## src/rtl/snn_lif_layer_seq.sv

```systemverilog
// Time-multiplexed leaky integrate-and-fire layer with binary (+1/-1) weights.
// One neuron is evaluated per clock through a shared popcount/accumulate path.
// Optional feature macro: SNN_SPIKE_COUNT_EN adds per-neuron saturating spike
// counters (spike_count_o) and a registered arg-max index (winner_o).
module snn_lif_layer_seq #(
    parameter int unsigned INPUTS        = 16,
    parameter int unsigned NEURONS       = 16,
    parameter int unsigned MEMBRANE_BITS = 8
) (
    input  logic                       clk_i,
    input  logic                       reset_i,
    input  logic                       start_i,
    input  logic [INPUTS-1:0]          inputs_i,
    input  logic [MEMBRANE_BITS-2:0]   threshold_i,
    input  logic [2:0]                 shift_i,
    input  logic                       clear_state_i,
    input  logic                       cfg_valid_i,
    input  logic [7:0]                 cfg_data_i,
    output logic                       cfg_ready_o,
    output logic                       busy_o,
    output logic                       done_o,
    output logic [NEURONS-1:0]         spikes_o
`ifdef SNN_SPIKE_COUNT_EN
    ,
    output logic [NEURONS*8-1:0]       spike_count_o,
    output logic [$clog2(NEURONS)-1:0] winner_o
`endif
);

    localparam int unsigned WEIGHTS = INPUTS * NEURONS;
    localparam int unsigned IDX_W   = $clog2(NEURONS);
    // Two guard bits: u - leak + syn never exceeds MEMBRANE_BITS+1 bits.
    localparam int unsigned SUM_W   = MEMBRANE_BITS + 2;

    localparam logic [IDX_W-1:0]        LastIdx = IDX_W'(NEURONS - 1);
    localparam logic signed [SUM_W-1:0] MaxV    = SUM_W'((1 << (MEMBRANE_BITS - 1)) - 1);
    localparam logic signed [SUM_W-1:0] MinV    = ~MaxV;

    typedef enum logic [1:0] {StIdle, StRun, StDone} state_e;

    state_e                   state_q, state_d;
    logic [IDX_W-1:0]         idx_q, idx_d;
    logic                     latch_en;
    logic                     clear_en;
    logic [INPUTS-1:0]        inputs_q;
    logic [MEMBRANE_BITS-2:0] thr_q;
    logic [2:0]               shift_q;
    logic [WEIGHTS-1:0]       weights_q;
    logic signed [MEMBRANE_BITS-1:0] mem_q [NEURONS];
    logic [NEURONS-1:0]       shadow_q, shadow_d;
    logic [NEURONS-1:0]       spikes_q;

    // Datapath signals for the neuron currently selected by idx_q
    logic [INPUTS-1:0]               w_cur;
    logic signed [MEMBRANE_BITS-1:0] u_cur;
    logic signed [SUM_W-1:0]         u_ext, syn, leak, v_full, v_sat, thr_ext;
    logic                            spike;
    logic signed [MEMBRANE_BITS-1:0] u_next;

    assign clear_en = (state_q == StIdle) && clear_state_i && !start_i;
    assign spikes_o = spikes_q;

    // Next-state and handshake/status outputs
    always_comb begin
        state_d     = state_q;
        idx_d       = idx_q;
        latch_en    = 1'b0;
        busy_o      = 1'b0;
        done_o      = 1'b0;
        cfg_ready_o = 1'b0;
        unique case (state_q)
            StIdle: begin
                cfg_ready_o = !start_i;
                if (start_i) begin
                    latch_en = 1'b1;
                    idx_d    = '0;
                    state_d  = StRun;
                end
            end
            StRun: begin
                busy_o = 1'b1;
                if (idx_q == LastIdx) begin
                    state_d = StDone;
                end else begin
                    idx_d = idx_q + IDX_W'(1);
                end
            end
            StDone: begin
                done_o  = 1'b1;
                state_d = StIdle;
            end
            default: state_d = StIdle;
        endcase
    end

    // State, neuron index and per-timestep latched operands
    always_ff @(posedge clk_i or posedge reset_i) begin
        if (reset_i) begin
            state_q  <= StIdle;
            idx_q    <= '0;
            inputs_q <= '0;
            thr_q    <= '0;
            shift_q  <= '0;
        end else begin
            state_q <= state_d;
            idx_q   <= idx_d;
            if (latch_en) begin
                inputs_q <= inputs_i;
                thr_q    <= threshold_i;
                shift_q  <= shift_i;
            end
        end
    end

    // Weight shift register; the first byte of a full load ends at the bottom
    always_ff @(posedge clk_i or posedge reset_i) begin
        if (reset_i) begin
            weights_q <= '1;
        end else if (cfg_valid_i && cfg_ready_o) begin
            weights_q <= {cfg_data_i, weights_q[WEIGHTS-1:8]};
        end
    end

    // Shared LIF datapath: weighted sum, leak, saturate, threshold
    always_comb begin
        w_cur = '0;
        for (int n = 0; n < NEURONS; n++) begin
            if (idx_q == IDX_W'(n)) w_cur = weights_q[INPUTS*n +: INPUTS];
        end
        u_cur = mem_q[idx_q];
        u_ext = {{(SUM_W - MEMBRANE_BITS){u_cur[MEMBRANE_BITS-1]}}, u_cur};

        syn = '0;
        for (int j = 0; j < INPUTS; j++) begin
            if (inputs_q[j]) syn = w_cur[j] ? syn + SUM_W'(1) : syn - SUM_W'(1);
        end

        // Kept as if/else so the shift stays in a signed (arithmetic) context
        if (shift_q != 3'd0) begin
            leak = u_ext >>> shift_q;
        end else begin
            leak = '0;
        end

        v_full = u_ext - leak + syn;
        if (v_full > MaxV) begin
            v_sat = MaxV;
        end else if (v_full < MinV) begin
            v_sat = MinV;
        end else begin
            v_sat = v_full;
        end

        thr_ext = {{(SUM_W - MEMBRANE_BITS + 1){1'b0}}, thr_q};
        spike   = (v_sat >= thr_ext);
        u_next  = spike ? MEMBRANE_BITS'(v_sat - thr_ext) : MEMBRANE_BITS'(v_sat);

        shadow_d        = shadow_q;
        shadow_d[idx_q] = spike;
    end

    // Membrane storage: written only by the running neuron or a clear
    always_ff @(posedge clk_i or posedge reset_i) begin
        if (reset_i) begin
            for (int n = 0; n < NEURONS; n++) mem_q[n] <= '0;
        end else if (state_q == StRun) begin
            mem_q[idx_q] <= u_next;
        end else if (clear_en) begin
            for (int n = 0; n < NEURONS; n++) mem_q[n] <= '0;
        end
    end

    // Shadow spike vector; published on the edge that enters StDone
    always_ff @(posedge clk_i or posedge reset_i) begin
        if (reset_i) begin
            shadow_q <= '0;
            spikes_q <= '0;
        end else if (state_q == StRun) begin
            shadow_q <= shadow_d;
            if (idx_q == LastIdx) spikes_q <= shadow_d;
        end
    end

`ifdef SNN_SPIKE_COUNT_EN
    logic [7:0]       cnt_q [NEURONS];
    logic [IDX_W-1:0] winner_q, winner_d;
    logic [7:0]       best;

    // Saturating per-neuron spike counters
    always_ff @(posedge clk_i or posedge reset_i) begin
        if (reset_i) begin
            for (int n = 0; n < NEURONS; n++) cnt_q[n] <= '0;
        end else if (clear_en) begin
            for (int n = 0; n < NEURONS; n++) cnt_q[n] <= '0;
        end else if (state_q == StRun && spike && cnt_q[idx_q] != 8'hFF) begin
            cnt_q[idx_q] <= cnt_q[idx_q] + 8'd1;
        end
    end

    // Arg-max of counts; strict compare keeps the lowest index on ties
    always_comb begin
        winner_d = '0;
        best     = cnt_q[0];
        for (int n = 1; n < NEURONS; n++) begin
            if (cnt_q[n] > best) begin
                best     = cnt_q[n];
                winner_d = IDX_W'(n);
            end
        end
        for (int n = 0; n < NEURONS; n++) spike_count_o[8*n +: 8] = cnt_q[n];
    end

    // Winner register, refreshed once per timestep
    always_ff @(posedge clk_i or posedge reset_i) begin
        if (reset_i) begin
            winner_q <= '0;
        end else if (state_q == StDone) begin
            winner_q <= winner_d;
        end
    end

    assign winner_o = winner_q;
`endif

endmodule

```

## config.mk

```make
export PLATFORM = sky130hd
export DESIGN_NAME = snn_lif_layer_seq
export DESIGN_NICKNAME = d
export VERILOG_FILES = /design/src/rtl/snn_lif_layer_seq.sv
export SDC_FILE = /design/constraint.sdc
export NUM_CORES = 1
export LEC_CHECK = 0
export CORE_MARGIN = 2
export CORE_UTILIZATION = 30
export DETAILED_ROUTE_END_ITERATION = 6
export MAX_ROUTING_LAYER = met4
export PLACE_DENSITY = 0.4
export REMOVE_ABC_BUFFERS = 1
export SKIP_LAST_GASP = 1
export SYNTH_ARGS = -nofsm -noshare
export SYNTH_HDL_FRONTEND = slang
export SYNTH_SLANG_ARGS = --single-unit
```

## constraint.sdc

```tcl
create_clock -name clk_i -period 36.4 [get_ports clk_i]
set_input_delay 10.92 -clock clk_i [delete_from_list [all_inputs] [get_ports clk_i]]
set_output_delay 10.92 -clock clk_i [all_outputs]
set_load 0.005 [all_outputs]
```

# Word level (Yosys, flattened, before mapping)
# Index checks and enable logic that the tools add are counted.
[op_classes] mul=0 n_bitwise=1 n_lt_le_gt_ge=7 shifts=1 n_eq_ne=20 div=0 mux=74 n_reduce_logical=14 addsub=34
[ops] cell="10-bit two-way mux" count=35
[ops] cell="128-bit two-way mux" count=2
[ops] cell="16-bit two-way mux" count=16
[ops] cell="10-bit by 2-bit adder with 10-bit output (second input constant)" count=15
[ops] cell="10-bit by 2-bit subtractor with 10-bit output (second input constant)" count=15
[ops] cell="128-bit bitwise mux" count=1
[ops] cell="8-bit binary-select mux with 4-bit select" count=1
[ops] cell="8-bit demux with 4-bit select" count=1
[ops] cell="4-bit == test (second input constant)" count=8
[ops] cell="8-bit two-way mux" count=4
[ops] cell="16-bit bitwise mux" count=1
[ops] cell="4-bit by 3-bit == test with 1-bit output (second input constant)" count=4
[ops] cell="10-bit adder" count=1
[ops] cell="10-bit by 8-bit >= comparator with 1-bit output" count=1
[ops] cell="10-bit by 8-bit > comparator with 1-bit output (second input constant)" count=1
[ops] cell="10-bit by 8-bit < comparator with 1-bit output (second input constant)" count=1
[ops] cell="8-bit by 3-bit >>> shifter with 10-bit output" count=1
[ops] cell="8-bit by 10-bit subtractor with 10-bit output" count=1
[ops] cell="4-bit by 2-bit == test with 1-bit output (second input constant)" count=2
[ops] cell="4-bit two-way mux" count=2
[ops] cell="4-bit case mux with 2 select lines" count=1
[ops] cell="8-bit subtractor" count=1
[ops] cell="1-bit two-way mux" count=6
[ops] cell="5-bit >= comparator (second input constant)" count=1
[ops] cell="other kinds (21)" count=29
[word_totals] mem_bits_ro=0 register_bits=448 latch_bits=0 output_inout_bits=19 mem_count=0 word_cells=175 ramBits=0

# Depth between registers and ports, before layout
[depth] word_depth=72 mapped_depth=130 depth_no_buf=120

# Least setup slack after synthesis
# Ideal clock, no wire load.
[synth_path] path_type="register to register" start="register idx_q[1]" end="register mem_q[0] (netlist name)" path_stages_with_launch=119 path_slack_ps=12289 period_less_slack_ps=24111 t_arrival_ps=23990 path_buffers=10 required_time_ps=36279 setup_time_ps=121 path_cell_list="dfrtp_1 > clkbuf_1 > buf_1 > buf_1 > inv_1 > ha_1 > clkbuf_1 > clkbuf_1 > buf_2 > clkbuf_1 > clkbuf_1 > clkbuf_1 > nand3b_1 > a21oi_1 > a21oi_1 > o21ai_0 > a221oi_1 > o21ai_0 > [83 not listed] > nand3_1 > ha_1 > inv_1 > a21boi_2 > ha_1 > inv_1 > fa_1 > a21o_1 > a21oi_1 > o21bai_1 > a21oi_1 > o31ai_1 > a21o_1 > a21o_1 > o21ai_4 > a2bb2oi_4 > buf_4 > a22o_1"
[synth_via] elab_chain_len=72 word_cells_on_any_way=116 cone_classes="add/sub: 33; order compare: 5; eq/ne: 15; shift: 1; mux: 59; bitwise: 1; reduce/logical: 2"
[synth_lines] item="start, declared" line="42" source="logic [IDX_W-1:0] idx_q, idx_d;"
[synth_lines] item="start signal, assigned" line="106" source="idx_q <= idx_d;"
[synth_lines] item="4-bit zero test" line="128" source="if (idx_q == IDX_W'(n)) w_cur = weights_q[INPUTS*n +: INPUTS];"
[synth_lines] item="16-bit two-way mux (16 in series)" line="128"
[synth_lines] item="10-bit two-way mux (2 in series)" line="135" source="if (inputs_q[j]) syn = w_cur[j] ? syn + SUM_W'(1) : syn - SUM_W'(1);"
[synth_lines] item="10-bit by 2-bit subtractor with 10-bit output / 10-bit by 2-bit adder with 10-bit output (equally long branches)" line="135"
[synth_lines] item="10-bit two-way mux (2 in series)" line="135"
[synth_lines] item="10-bit by 2-bit subtractor with 10-bit output / 10-bit by 2-bit adder with 10-bit output (equally long branches)" line="135"
[synth_lines] item="10-bit two-way mux (2 in series)" line="135"
[synth_lines] item="10-bit by 2-bit subtractor with 10-bit output / 10-bit by 2-bit adder with 10-bit output (equally long branches)" line="135"
[synth_lines] item="[38 not listed]"
[synth_lines] item="10-bit adder" line="145" source="v_full = u_ext - leak + syn;"
[synth_lines] item="10-bit by 8-bit < comparator with 1-bit output" line="148" source="end else if (v_full < MinV) begin"
[synth_lines] item="10-bit two-way mux" line="148"
[synth_lines] item="10-bit two-way mux" line="146" source="if (v_full > MaxV) begin"
[synth_lines] item="8-bit subtractor / 10-bit by 8-bit >= comparator with 1-bit output (equally long branches)" line="156, 155"
[synth_lines] item="8-bit two-way mux" line="156" source="u_next = spike ? MEMBRANE_BITS'(v_sat - thr_ext) : MEMBRANE_BITS'(v_sat);"
[synth_lines] item="128-bit bitwise mux *" line="167" source="mem_q[idx_q] <= u_next;"
[synth_lines] item="128-bit two-way mux *" line="166" source="end else if (state_q == StRun) begin"
[synth_lines] item="end signal, assigned by index" line="167"
[synth_lines] item="end, declared" line="49" source="logic signed [MEMBRANE_BITS-1:0] mem_q [NEURONS];"
# Mark *: on every way between the ends. The rest lies on a longest branch, timed or not. The select of a mux whose other input is x is not followed.
# A chain may end at the register's enable or synchronous reset.

# Worst setup path after layout
[layout_path] start="register idx_q[0]" end="register mem_q[29] (netlist name)"
# Same word-level chain as after synthesis.

==> run_results.csv <==
group,metric,value,unit
clocking,cts-root-buf,"clkbuf_16",
sta,fmax,0.0377,GHz
placed_design,dp_hpwl,62.3,mm
yosys,synth_edf_count,0,
yosys,synth_adder_area_share,7.67,%
worst_setup_path,rr_startpoint,"idx_q[0]",
yosys,synth.area.mux_share,14.9,%
die,die_h,314,um
hold_path,hold_path_class,"reg -> reg",
yosys,synth_compound_area_share,19.1,%
yosys,synthArstFlopShare,100,%
yosys,yosys_warnings,0,
clocking,clock_sinks,447,
clocking,h-tree-depth,2,
yosys,postSynthCellCount,2713,
yosys,ys.flop_type,"dfstp_2",
sta,fin_skew,70.0,ps
clocking,ctsHoldBuffers,0,
sta,maxSlewViolCount,0,
worst_setup_path,worstPathArrival,27130,ps
sta,max_slew_margin,10.2,%
final_layout,final_nets,2945,
clocking,clkSlewWorstSetupHoldPaths,60,ps
worst_setup_path,cp.required,36970,ps
sta,final_hold_viol_count,0,
yosys,ys_types,90,
sta,period_share,73.0,%
placed_design,routabilityCongestion,0.807,
detailed_routing,vias,21624,
global_route,grt_usage,18.8,%
yosys,synth_simple_gate_area_share,9.56,%
flow_run,maxCapViolations,0,
hold_path,worstHoldPathCells,2,
sta,tightest_slew,1340,ps
detailed_routing,viasPerCell,5.34,
global_route,grt_busiest_layer,"met2",
die,die-area,98500,sq um
global_route,met3_usage,2.96,%
sta,setup_violations,0,
worst_setup_path,start_kind,"flop",
detailed_routing,drt-total-wl,90.6,mm
worst_setup_path,crit_type,"reg -> reg",
sta,finalCriticalPeriod,26560,ps
global_route,grt_util_met1,25.9,%
detailed_routing,firstDrtPassIters,5,
clocking,postCtsSetupRepairBufs,0,
detailed_routing,wl_per_cell,22.4,um
final_layout,diodes,0,
detailed_routing,final_antenna_net_count,0,
yosys,synth.avg_cell_area,10.6,sq um
yosys,synth_seq_area_share,39.9,%
clocking,cts_made_buffers,55,
worst_setup_path,setup.worst_path.end_class,"flop",
global_route,antenna_found_initial,1,
global_route,grtUsageMet2,28.7,%
detailed_routing,drt-initial-drc-count,1297,
hold_path,whs_endpoint,"shadow_q[12]",
worst_setup_path,cpMostUsedCell,"fa_1",
detailed_routing,route.detailed.drc,0,
worst_setup_path,critPathSlowestCell,"o2bb2ai_4",
worst_setup_path,cpPeakStageDelay,850,ps
global_route,grt_overflow_total,0,
die,io_pins,58,
yosys,synthXorXnorAreaFrac,5.21,%
yosys,synth_top_family_by_area,"compound AO/OA/AOI/OAI gates",
yosys,syn_area,28800,sq um
die,rows,113,
worst_setup_path,ff2ff_setup_slack,9840,ps
placed_design,port_buffers,57,
die,core_area,95200,sq um
sta,rsz0062_at_grt,"false",
final_layout,area_delta_synth_final,13.2,%
status,status,"complete, no violations",
clocking,cts_tree,"built",
clocking,clockBufferDepth,3,
yosys,synth-seq-cells,447,
final_layout,drive_gt1_share,28.4,%
worst_setup_path,r2r_end,"mem_q[29]",
worst_setup_path,cp_max_fo,52,
global_route,grt_pass1_wl,139,mm
die,start_util,30.3,%
clocking,cts_resized,0,
global_route,grt_pass1_vias,22142,
worst_setup_path,ff2ff_path_depth,106,
clocking,clk-insertion-delay-late,640,ps
hold_path,min_from,"shadow_q[12]",
die,die_w,314,um
sta,tns,0,ps
global_route,grt_max_degree,114,
[metal layers]
metal  up-vias  part of all wire, %
li1      10097                    -
met1     10958                   48
met2       461                   45
met3       108                  4.6
met4         0                  2.4
met5         -                    0
[cells in the final DEF (no fill, tap or decap), drive strengths merged, types with 26 or more instances in the layout]
cell	Yosys	routed
a21o	44	44
a21oi	147	147
a221oi	26	26
a22o	120	120
buf	36	69
clkbuf	115	78
clkdlybuf4s50	0	57
dfrtp	191	191
dfstp	256	256
fa	26	26
ha	135	135
inv	103	105
mux2	290	290
mux4	40	40
nand2	207	207
nand3	43	43
nor2	178	178
nor3	34	34
o21a	29	29
o21ai	126	126
o21bai	31	31
o31ai	26	26
xnor2	89	89
xor2	46	46
[synth_stat cells (all sizes together), types with 34 or more instances]
cell    number  area [sq um]
mux2       290          3270
dfrtp      191          4780
nand3       43           215
a21o        44           330
nand2      207           777
o21ai      126           642
dfstp      256          6730
ha         135          1690
a21oi      147           736
mux4        40           901
a22o       120          1050
xnor2       89           787
nor3        34           170
inv        103           387
xor2        46           410
clkbuf     115           432
buf         36           193
nor2       178           668
[logic make-up (layout without fill, tap and decap cells)]
logic type,count (synthesis),in the layout
flops,447,447
buf+inv,259,334
fa+ha+maj,161,161
simple gates,602,602
compound gates,754,754
mux,342,342
xor+xnor,148,148
[critical path, delay by kind of cell (launching register included)]
kind                     cells  cell delay, ps
buffers and inverters        7            1370
adder cells (fa/ha/maj)     21            8730
multiplexers                 2             540
XOR/XNOR                    12            2640
AO/OA/AOI/OAI               38            8280
AND/OR/NAND/NOR             26            4060
flip-flops                   1             800
[worst max path at each step]
stage / cells after the start / endpoint / startpoint / slack, ps
global placement: 106 / mem_q[26] / idx_q[0] / 10100
global route: 106 / mem_q[100] / idx_q[0] / 7660
detailed placement: 106 / mem_q[30] / idx_q[0] / 9740
finish: 106 / mem_q[29] / idx_q[0] / 9840
floorplan: 107 / mem_q[90] / idx_q[0] / 12380
CTS: 106 / mem_q[53] / idx_q[0] / 9650
[flip-flops by register name (all words and copies together) (netlist names)]
name	count
mem_q	128
weights_q	256
shadow_q	15
inputs_q	16
thr_q	7
spikes_o	16
state_q	2
idx_q	4
shift_q	3
[per-stage QoR]
stage	util (%)	area, sq um	hold WS, ps	instances	worst slack (ps)
4_1_cts	34.3	32600	484	4052	9650
5_1_grt	34.3	32600	501	4053	7660
2_1_floorplan	-	28200	444	2562	12380
3_5_place_dp	32.5	30900	470	3952	9740
6_report	34.3	32600	482	4053	9840
3_3_place_gp	32.5	30900	458	3952	10100
[layout make-up]
cell class | instances | area, sq um
Inverter | 108 | 413
Multi-Input combinational cell | 2007 | 16300
Sequential cell | 447 | 11500
Fill cell | 9415 | 62500
Tap cell | 1265 | 1580
Clock buffer | 78 | 1530
Clock inverter | 22 | 176
Timing Repair Buffer | 126 | 1090
Power is not shown: default switching activity piles up to over one toggle a cycle in this logic, so the estimate is an artifact.
